[src/rtl/instr_encoder_loader.sv]
// instr_encoder_loader: assembles RV32I instruction fields into 32-bit words
// and writes them sequentially into instruction memory (bench/boot loader).
// Ports:
//   clk, rst_n        clock, async active-low reset
//   clear             sync restart at BASE_ADDR, counters zeroed
//   in_valid/in_ready input handshake (in_ready is combinational)
//   fmt, opcode, func3, func7, rd, rs1, rs2, imm   instruction fields
//   imem_we/addr/wdata registered memory write port
//   count, full       legal instructions written, full flag
//   err, err_cnt      sticky reject flag, saturating reject count
module instr_encoder_loader #(
   parameter int unsigned ADDR_W    = 8,
   parameter int unsigned DEPTH     = 256,
   parameter int unsigned BASE_ADDR = 0
) (
   input  logic              clk,
   input  logic              rst_n,
   input  logic              clear,
   input  logic              in_valid,
   output logic              in_ready,
   input  logic [2:0]        fmt,
   input  logic [6:0]        opcode,
   input  logic [2:0]        func3,
   input  logic [6:0]        func7,
   input  logic [4:0]        rd,
   input  logic [4:0]        rs1,
   input  logic [4:0]        rs2,
   input  logic [31:0]       imm,
   output logic              imem_we,
   output logic [ADDR_W-1:0] imem_addr,
   output logic [31:0]       imem_wdata,
   output logic [ADDR_W:0]   count,
   output logic              full,
   output logic              err,
   output logic [7:0]        err_cnt
);

   localparam int unsigned        CNT_W   = ADDR_W + 1;
   localparam logic [CNT_W-1:0]   DEPTH_C = CNT_W'(DEPTH);
   localparam logic [ADDR_W-1:0]  BASE_C  = ADDR_W'(BASE_ADDR);
   localparam logic [6:0]         OP_IMM  = 7'b0010011;

   logic signed [31:0] simm;
   logic [31:0]        word_c;
   logic               legal_c;
   logic               is_shift_c;
   logic               accept_c;
   logic [CNT_W-1:0]   count_inc_c;

   assign simm        = $signed(imm);
   assign in_ready    = (count < DEPTH_C) && !clear;
   assign accept_c    = in_valid && in_ready;
   assign count_inc_c = count + CNT_W'(1);

   // Only OP-IMM shifts carry func7/shamt; loads with func3 001/101 are plain I-type.
   assign is_shift_c = (opcode == OP_IMM) && ((func3 == 3'b001) || (func3 == 3'b101));

   // Field assembly and immediate range check for the presented instruction.
   always_comb begin
      word_c  = '0;
      legal_c = 1'b0;
      unique case (fmt)
         3'd0: begin
            word_c  = {func7, rs2, rs1, func3, rd, opcode};
            legal_c = 1'b1;
         end
         3'd1: begin
            if (is_shift_c) begin
               word_c  = {func7, imm[4:0], rs1, func3, rd, opcode};
               legal_c = (simm >= 32'sd0) && (simm <= 32'sd31);
            end else begin
               word_c  = {imm[11:0], rs1, func3, rd, opcode};
               legal_c = (simm >= -32'sd2048) && (simm <= 32'sd2047);
            end
         end
         3'd2: begin
            word_c  = {imm[11:5], rs2, rs1, func3, imm[4:0], opcode};
            legal_c = (simm >= -32'sd2048) && (simm <= 32'sd2047);
         end
         3'd3: begin
            word_c  = {imm[12], imm[10:5], rs2, rs1, func3, imm[4:1], imm[11], opcode};
            legal_c = (simm >= -32'sd4096) && (simm <= 32'sd4094) && !imm[0];
         end
         3'd4: begin
            word_c  = {imm[31:12], rd, opcode};
            legal_c = (imm[11:0] == 12'd0);
         end
         3'd5: begin
            word_c  = {imm[20], imm[10:1], imm[11], imm[19:12], rd, opcode};
            legal_c = (simm >= -32'sd1048576) && (simm <= 32'sd1048574) && !imm[0];
         end
         default: begin
            word_c  = '0;
            legal_c = 1'b0;
         end
      endcase
   end

   // Write port, counters and error tracking; clear outranks any accept.
   always_ff @(posedge clk or negedge rst_n) begin
      if (!rst_n) begin
         imem_we    <= 1'b0;
         imem_addr  <= BASE_C;
         imem_wdata <= '0;
         count      <= '0;
         full       <= 1'b0;
         err        <= 1'b0;
         err_cnt    <= '0;
      end else if (clear) begin
         imem_we    <= 1'b0;
         imem_addr  <= BASE_C;
         imem_wdata <= '0;
         count      <= '0;
         full       <= 1'b0;
         err        <= 1'b0;
         err_cnt    <= '0;
      end else begin
         imem_we <= 1'b0;
         if (accept_c) begin
            if (legal_c) begin
               imem_we    <= 1'b1;
               // count equals writes so far, so it is also the next slot offset.
               imem_addr  <= BASE_C + count[ADDR_W-1:0];
               imem_wdata <= word_c;
               count      <= count_inc_c;
               full       <= (count_inc_c == DEPTH_C);
            end else begin
               err <= 1'b1;
               if (err_cnt != 8'hFF) err_cnt <= err_cnt + 8'd1;
            end
         end
      end
   end

endmodule
[config.mk]
export PLATFORM = sky130hd
export DESIGN_NAME = instr_encoder_loader
export DESIGN_NICKNAME = d
export VERILOG_FILES = /design/src/rtl/instr_encoder_loader.sv
export SDC_FILE = /design/constraint.sdc
export NUM_CORES = 1
export LEC_CHECK = 0
export CORE_AREA = 2 2 92 94
export DETAILED_ROUTE_END_ITERATION = 10
export DIE_AREA = 0 0 94 96
export GPL_ROUTABILITY_DRIVEN = 0
export PLACE_DENSITY = 0.85
export SYNTH_ARGS = -nofsm -noshare
export SYNTH_HDL_FRONTEND = slang
export SYNTH_SLANG_ARGS = --single-unit
[constraint.sdc]
create_clock -name clk -period 2.5 [get_ports clk]
set_input_delay 0.375 -clock clk [delete_from_list [all_inputs] [get_ports clk]]
set_output_delay 0.375 -clock clk [all_outputs]
set_load 0.005 [all_outputs]
Yosys cells after proc, flatten, opt, wreduce, memory -nomap -nowiden:

Index checks and enable logic that the tools add are counted.

* multiplexer cells: 26
* reductions and logical operators: 20
* multipliers: 0
* $add $sub $neg: 2
* bitwise operators: 0
* divide/modulo/power cells: 0
* magnitude comparators: 9
* eq/ne operators: 11
* shift-type cells: 0

Operator list (count)
* $pmux 32 s6: 1
* $mux 32: 4
* $mux 8: 7
* $ge 32x1->1 const B: 1
* $ge 32x12->1 const B: 1
* $ge 32x13->1 const B: 1
* $ge 32x21->1 const B: 1
* $le 32x12->1 const B: 1
* $le 32x13->1 const B: 1
* $le 32x21->1 const B: 1
* $le 32x6->1 const B: 1
* $mux 9: 3
* $logic_not 12->1: 1
* $mux 1: 10
* $add 9x1->9 const B: 1
* $eq 3x3->1 const B: 3
* $eq 9x9->1 const B: 1
* $logic_and 1x1->1: 9
* $lt 9x9->1 const B: 1
* $add 8x1->8 const B: 1
* $ne 8x8->1 const B: 1
* $eq 7x5->1 const B: 1
* $eq 3x1->1 const B: 2
* $eq 3x2->1 const B: 2
* 8 further kinds: 12

* bits in latches: 0
* register bits after elaboration: 60
* memory bits (writable): 0
* memories kept: 0
* bits of input ports: 71
* memory bits (read-only): 0

Depth between registers and ports, before layout:

Gate-level depths: netlist of run 1.

* depth after elaboration: 8
* mapped depth: 10
* mapped depth without buffers: 7

Worst setup path before layout of run 1:

No wires, ideal clock.

* kind: input to register
* start: in opcode[2]
* end: reg imem_addr[7]
* stages on the path: 9
* data arrival time: 2583 ps
* setup time: 79 ps
* buffers on the path: 2
* required time: 2421 ps
* setup slack: -162 ps
* path through: or4b_1 -> or3_1 -> or2_0 -> a211o_1 -> a21oi_4 -> or2_1 -> buf_2 -> buf_6 -> mux2i_1

* word-level cells in the longest chain between the ends: 6

Ends and longest elaborated chain
* start, declared: line 22 `input logic [6:0] opcode,`
* $eq 7x5->1: line 56 `assign is_shift_c = (opcode == OP_IMM) && ((func3 == 3'b001) || (func3 == 3'b101));`
* $logic_and 1x1->1: line 56
* $mux 1: line 68 `if (is_shift_c) begin`
* $pmux 1 s6: line 62 `unique case (fmt)`
* $reduce_bool 2->1 (no source line)
* $reduce_and 2->1 (no source line)
* end signal, assigned: line 123 `imem_addr <= BASE_C + count[ADDR_W-1:0];`
* end, declared: line 30 `output logic [ADDR_W-1:0] imem_addr,`

Every way passes these cells.
A chain may end at the register's enable or synchronous reset.

Worst setup path in the final report of run 1:

* start: in imm[15]
* end: reg imem_wdata[31]

* word-level cells in the longest chain between the ends: 6

Ends and longest elaborated chain
* start, declared: line 28 `input logic [31:0] imm,`
* $ge 32x12->1 (tied with other cells): line 73, 78
* $logic_and 1x1->1 (on tied branches)
* $mux 1 (tied with other cells): line 68
* $pmux 1 s6 *: line 62
* $reduce_bool 2->1 (no source line) *
* $reduce_and 2->1 (no source line) *
* end signal, assigned: line 124 `imem_wdata <= word_c;`
* end, declared: line 31 `output logic [31:0] imem_wdata,`

Mark *: on every way between the ends. The rest lies on a longest branch, timed or not.

==> results.yml, run 1 <==
final_layout:
  finalNonFillerCells: 671
  areaGrowthSynthToFinish_pct: 70.5
  final_core_util: 0.744
  nets: 635
  multi_input_area_um2: 2120
  antenna_cells: 0
  fillers: 484
  seqCellArea_um2: 1500
  drive_above_1_share: 0.267
placed_design:
  dp_slack_ps: -721
  place_hpwl_um: 9150
  port_buffers: 131
  placed_cells: 641
yosys:
  async_reset_ff_frac: 1.00
  yosys-mux-area-fraction: 0.0865
  synth_top_area_share: 0.427
  ys_warn_count: 0
  synth_largest_area_cell: "dfrtp_1"
  synth_compound_area_frac: 0.201
  syn-cell-area_um2: 3510
  synth-seq-cells: 60
  yosysSeqAreaShare: 0.427
  synth_nets: 446
  synthXorXnorAreaFrac: 0
  synth.distinct_cells: 54
  avgSynthCellArea_um2: 9.45
  synth-edff-count: 0
  synth_top_family_by_area: "simple AND/OR/NAND/NOR gates"
  synth_simple_gate_area_share: 0.236
  yosys-top-cells-area: "dfrtp_1, mux2i_1, a211oi_1"
  synthCells: 372
  synthAdderAreaFrac: 0.0107
  ys.flop_type: "dfrtp_1"
critical_path:
  reg2reg_depth: 7
  cp-start-kind: "input pin"
  crit_type: "input pin to flop"
  critPathMaxFanout: 8
  arrival_ps: 2860
  critPathRequiredTime_ps: 2710
  end_kind: "flop"
die:
  die_w_um: 94
  die_h_um: 96
  core_area_um2: 8050
  ios: 132
  start_util: 0.437
  die-area_um2: 9020
  num_rows: 33
cts:
  cts_inserted_buffers: 9
  clockBufferDepth: 2
  insertion_delay_ps: 350
  root_buffer: "clkbuf_8"
  clkSlewWorstSetupHoldPaths_ps: 70
  tritoncts: "yes"
  htreeDepth: 3
  clock-sinks: 60
  cts_hold_buf: 0
power:
  power_density_nw_per_um2: 445
  ir_drop_mv: 0.354
  p_leak_nw: 2.69
  power_mw: 2.67
drt:
  routed_wirelength_um: 15200
  wl_per_cell_um: 22.6
  drtIter0Drc: 515
  vias_per_cell: 6.54
  ant_nets: 0
  firstDrtPassIters: 5
  drc: 0
  vias: 4391
sta:
  clock_skew_ps: 15.7
  setup_violations: 49
  max_freq_mhz: 377
  worst_pin_slew_ps: 653
  rsz0062_at_grt: "yes"
  setup_ws_ps: -153
  period_minus_slack_ps: 2650
  maxSlewHeadroom: 0.564
  finalHoldViolations: 0
  hold_ws_ps: 42.4
  final_max_slew_viol_count: 0
  min_period_over_period: 1.06
flow_run:
  drv_cap: 0
global_routing:
  grt_pass1_wl_um: 22000
  grt.overflow.total: 0
  grt_use_total: 0.317
  grt_max_degree: 30
  grt_antenna_before_repair: 0
  grt_pass1_vias: 4227
min_path:
  hold_path.class: "input pin to async pin"
outcome:
  failed_checks: "negative setup slack"
  outcome: "finished, violations left"
-- layout by cell type, fill, tap and decap left out, types with 14 or more instances in the layout --
cell type / n
clkdlybuf4s50_1: 99
buf_4: 60
dfrtp_1: 60
nor3_1: 32
mux2i_1: 27
nor2_1: 24
nand2_1: 24
a211oi_2: 16
dlymetal6s2s_1: 14
-- Yosys cell counts (6+ instances only) --
cell,instances
nor3_1,35
nor2_1,26
o21ai_0,11
nor4b_1,8
a21oi_1,8
a211oi_1,25
mux2i_1,27
clkbuf_1,17
nand4_1,12
or2_2,6
dfrtp_1,60
nand3_1,8
a222oi_1,6
nand2_1,26
-- logic make-up after synthesis --
group / Yosys count
AOI/OAI and AO/OA: 93
adders and majority gates: 3
buffers and inverters: 30
DFF: 60
muxes: 30
and+or+nand+nor: 156
-- timing repair --
action | in CTS | in global routing
endpoints found under the setup margin | 60 | 58
gates cloned | 3 | 1
setup buffers | 10 | 6
pin swaps | 20 | 32
resized for setup | 60 | 54
-- registers in the layout, indices dropped and copies added, names as in the netlist --
signal / flops
err_cnt: 8
err: 1
imem_addr: 8
full: 1
imem_wdata: 32
count: 9
imem_we: 1
-- critical path, cell delays in order --
cell and delay, ps:
clkdlybuf4s50_1 480, buf_4 120, nand4_1 290, nor2_1 270, nand2_2 90, o221a_4 330
nor3_4 330, or2_4 280, buf_8 170, a311oi_1 110
-- power by group --
| group | switching (mW) | leakage (nW) | internal, mW |
|---|---|---|---|
| combinational | 0.234 | 1.73 | 0.248 |
| sequential | 0.0181 | 0.829 | 0.992 |
| clock | 0.416 | 0.133 | 0.761 |
| total | 0.668 | 2.69 | 2.00 |
-- metrics by stage --
step	setup TNS, ps	area, um^2
floorplan	-1970	3520
global placement	-32340	5290
detailed placement	-37300	5290
CTS	-353	5790
global route	-9690	5990
finish	-5010	5990
-- layer usage --
metal,wire (um),track usage
met5,0,0
met4,1040,0.194
met1,5530,0.386
met3,1400,0.0439
met2,7200,0.535
-- area by class of cell --
type	instances	share of cell area
tap	105	0.0219
clock buffer	9	0.0207
inverter	4	0.00251
timing repair buffer	204	0.327
multi-input combinational	282	0.354
clock inverter	7	0.0232
sequential	60	0.251
-- path summary, 6_finish.rpt --
path	slack [ps]	endpoint	startpoint
max	-150	imem_wdata[31]	imm[15]
min	40	imem_wdata[16]	rst_n
max reg2reg	350	err_cnt[5]	err_cnt[3]
min reg2reg	530	err_cnt[6]	err_cnt[6]
max in group asynchronous	1740	imem_addr[1]	rst_n
min in group clk	260	imem_wdata[5]	opcode[5]
No activity file was read; power rests on OpenSTA's default activity.
==> run 2, diff against run 1 <==
--- a/config.mk
+++ b/config.mk
@@ -5,11 +5,12 @@
 export SDC_FILE = /design/constraint.sdc
 export NUM_CORES = 1
 export LEC_CHECK = 0
-export CORE_AREA = 2 2 92 94
+export CORE_AREA = 2 2 89 91
 export DETAILED_ROUTE_END_ITERATION = 10
-export DIE_AREA = 0 0 94 96
+export DIE_AREA = 0 0 91 93
 export GPL_ROUTABILITY_DRIVEN = 0
-export PLACE_DENSITY = 0.85
+export PLACE_DENSITY = 0.89
+export SETUP_SLACK_MARGIN = 0.5
 export SYNTH_ARGS = -nofsm -noshare
 export SYNTH_HDL_FRONTEND = slang
 export SYNTH_SLANG_ARGS = --single-unit
==> constraint.sdc (replaced) <==
create_clock -name clk -period 3.2 [get_ports clk]
set_input_delay 0.48 -clock clk [delete_from_list [all_inputs] [get_ports clk]]
set_output_delay 0.48 -clock clk [all_outputs]
set_load 0.005 [all_outputs]
==> run 2 against run 1 <==
The run now ends clean; first-iteration DRC count is 23% lower; power is 26% lower; clock-buffer cell count is 1 higher; combinational power is 31% lower; global-route usage is 3.3 points lower; sequential share of layout area is 1.4 points higher; setup slack better by 590 ps; wire length is 13% lower; critical endpoint is now full.
==> results.yml, run 2 (synthesis gave the netlist of run 1 again) <==
final_layout:
  drive_above_1_share: 0.188
  reg_top3: "imem_wdata (32), count (9)"
  largest_reg_flops: 32
  top_register: "imem_wdata"
  layout_common_cells: "clkdlybuf4s50_1, dfrtp_1, nor3_1"
  nets: 600
  antenna_cells: 0
  final_core_util: 0.753
  final_common_cell: "clkdlybuf4s50_1"
  areaGrowthSynthToFinish_pct: 61.4
sta:
  final_max_slew_viol_count: 0
  min_period_over_period: 0.862
  max_freq_mhz: 362
  hold_ws_ps: 253
  rsz0062_at_grt: "yes"
  fin_setup_tns_ps: 0
  maxSlewHeadroom: 0.358
  worst_pin_slew_ps: 962
  setup_ws_ps: 441
  finalHoldViolations: 0
  setup_violations: 0
  period_minus_slack_ps: 2760
  clock_skew_ps: 8.18
power:
  p_leak_nw: 2.53
  p_clk_frac: 0.433
  combPwrFrac: 0.168
  swShare: 0.247
  ir_drop_mv: 0.248
  p_switching_uw: 488
  power.internal_mw: 1.49
  power_frac_seq: 0.399
  power_density_nw_per_um2: 348
critical_path:
  end_kind: "flop"
  crit_start: "imm[7]"
  arrival_ps: 3000
  r2r-start: "err_cnt[3]"
  critPathRequiredTime_ps: 3440
  crit_type: "input pin to flop"
  critPathMaxFanout: 6
  cp-start-kind: "input pin"
outcome:
  outcome: "completed"
cts:
  clock-sinks: 60
  clockBufferDepth: 2
  root_buffer: "clkbuf_8"
  cts_inserted_buffers: 9
  tritoncts: "yes"
  cts_hold_buf: 0
  htreeDepth: 3
  insertion_delay_ps: 340
  clkSlewWorstSetupHoldPaths_ps: 70
drt:
  drtIter0Drc: 399
  routed_wirelength_um: 13200
  wl_per_cell_um: 20.8
  drc: 0
  vias: 4028
  ant_nets: 0
  firstDrtPassIters: 5
  vias_per_cell: 6.36
placed_design:
  dp_slack_ps: -173
  place_hpwl_um: 8410
  port_buffers: 131
global_routing:
  grt_pass1_vias: 3788
  grt_max_degree: 38
  grt_pass1_wl_um: 19200
  grt_antenna_before_repair: 0
  grt_use_total: 0.284
  grt.overflow.total: 0
die:
  ios: 132
  start_util: 0.467
  die_w_um: 91
  core_area_um2: 7530
  num_rows: 32
  die-area_um2: 8460
  die_h_um: 93
flow_run:
  drv_cap: 0
min_path:
  hold_path.class: "input pin to async pin"
[run 2: cell types whose count changed in the layout (fill, tap and decap cells not counted), sizes merged]
cell           delta
buf              -39
dlygate4sd2      -12
dlymetal6s2s      +8
clkbuf            +4
clkdlybuf4s50     +4
a21oi             +1
bufinv            -1
clkinv            -1
clkinvlp          +1
[run 2: routing by layer]
layer / wire, um / part of all wire / GRT usage
met5: 0 / 0 / 0
met4: 605 / 0.046 / 0.115
met3: 999 / 0.076 / 0.0475
met2: 6690 / 0.51 / 0.510
met1: 4870 / 0.37 / 0.341
[run 2: final cells by class]
type | instances | area, um^2
clock inverter | 6 | 111
timing repair buffer | 168 | 1750
multi-input combinational | 283 | 2030
fill | 494 | 1860
inverter | 4 | 15.0
clock buffer | 10 | 138
tap | 102 | 128
sequential | 60 | 1500
[run 2: stage by stage]
stage | std cells | total power, mW | cell area [um^2]
after floorplan | 372 | 0.913 | 3520
after CTS | 625 | 1.96 | 5380
final | 633 | 1.97 | 5670
after global placement | 605 | 1.10 | 5020
after detailed placement | 605 | 1.10 | 5020
after global routing | 633 | 2.03 | 5670
[run 2: power by group through the flow]
stage	clock, mW	sequential, mW	combinational, mW
final	0.854	0.789	0.332
after global routing	0.887	0.790	0.351
after CTS	0.859	0.788	0.311
after detailed placement	0	0.802	0.302
after global placement	0	0.801	0.296
after floorplan	0	0.802	0.111
[run 2: worst max-delay path, stage by stage]
cell and delay [ps]:
clkdlybuf4s50_1 560, nand4_1 140, or3_4 420, nor4_1 210, o221a_2 290, nor3_4 100, or4b_2 700, o31ai_2 100
[run 2: final timing paths]
kind,to,slack (ps),cells after the start
min,imem_wdata[16],250,1
max in group asynchronous,imem_wdata[0],2090,2
max reg2reg,err_cnt[6],950,8
min in group clk,imem_wdata[6],360,2
min reg2reg,err_cnt[6],510,1
max,full,440,8
[run 2: what timing repair did]
| item | CTS | global route |
|---|---|---|
| setup endpoints to repair | 60 | 56 |
| buffers inserted | 2 | 4 |
| gates resized for setup | 25 | 60 |
| gates cloned | 2 | 4 |
| pin swaps | 7 | 20 |
==> run 3, diff against run 2 <==
--- a/config.mk
+++ b/config.mk
@@ -11,6 +11,7 @@
 export GPL_ROUTABILITY_DRIVEN = 0
 export PLACE_DENSITY = 0.89
 export SETUP_SLACK_MARGIN = 0.5
+export SKIP_LAST_GASP = 1
 export SYNTH_ARGS = -nofsm -noshare
 export SYNTH_HDL_FRONTEND = slang
 export SYNTH_SLANG_ARGS = --single-unit
==> results of run 3 <==
The final DEF is identical to that of run 2; final timing and power are the same.
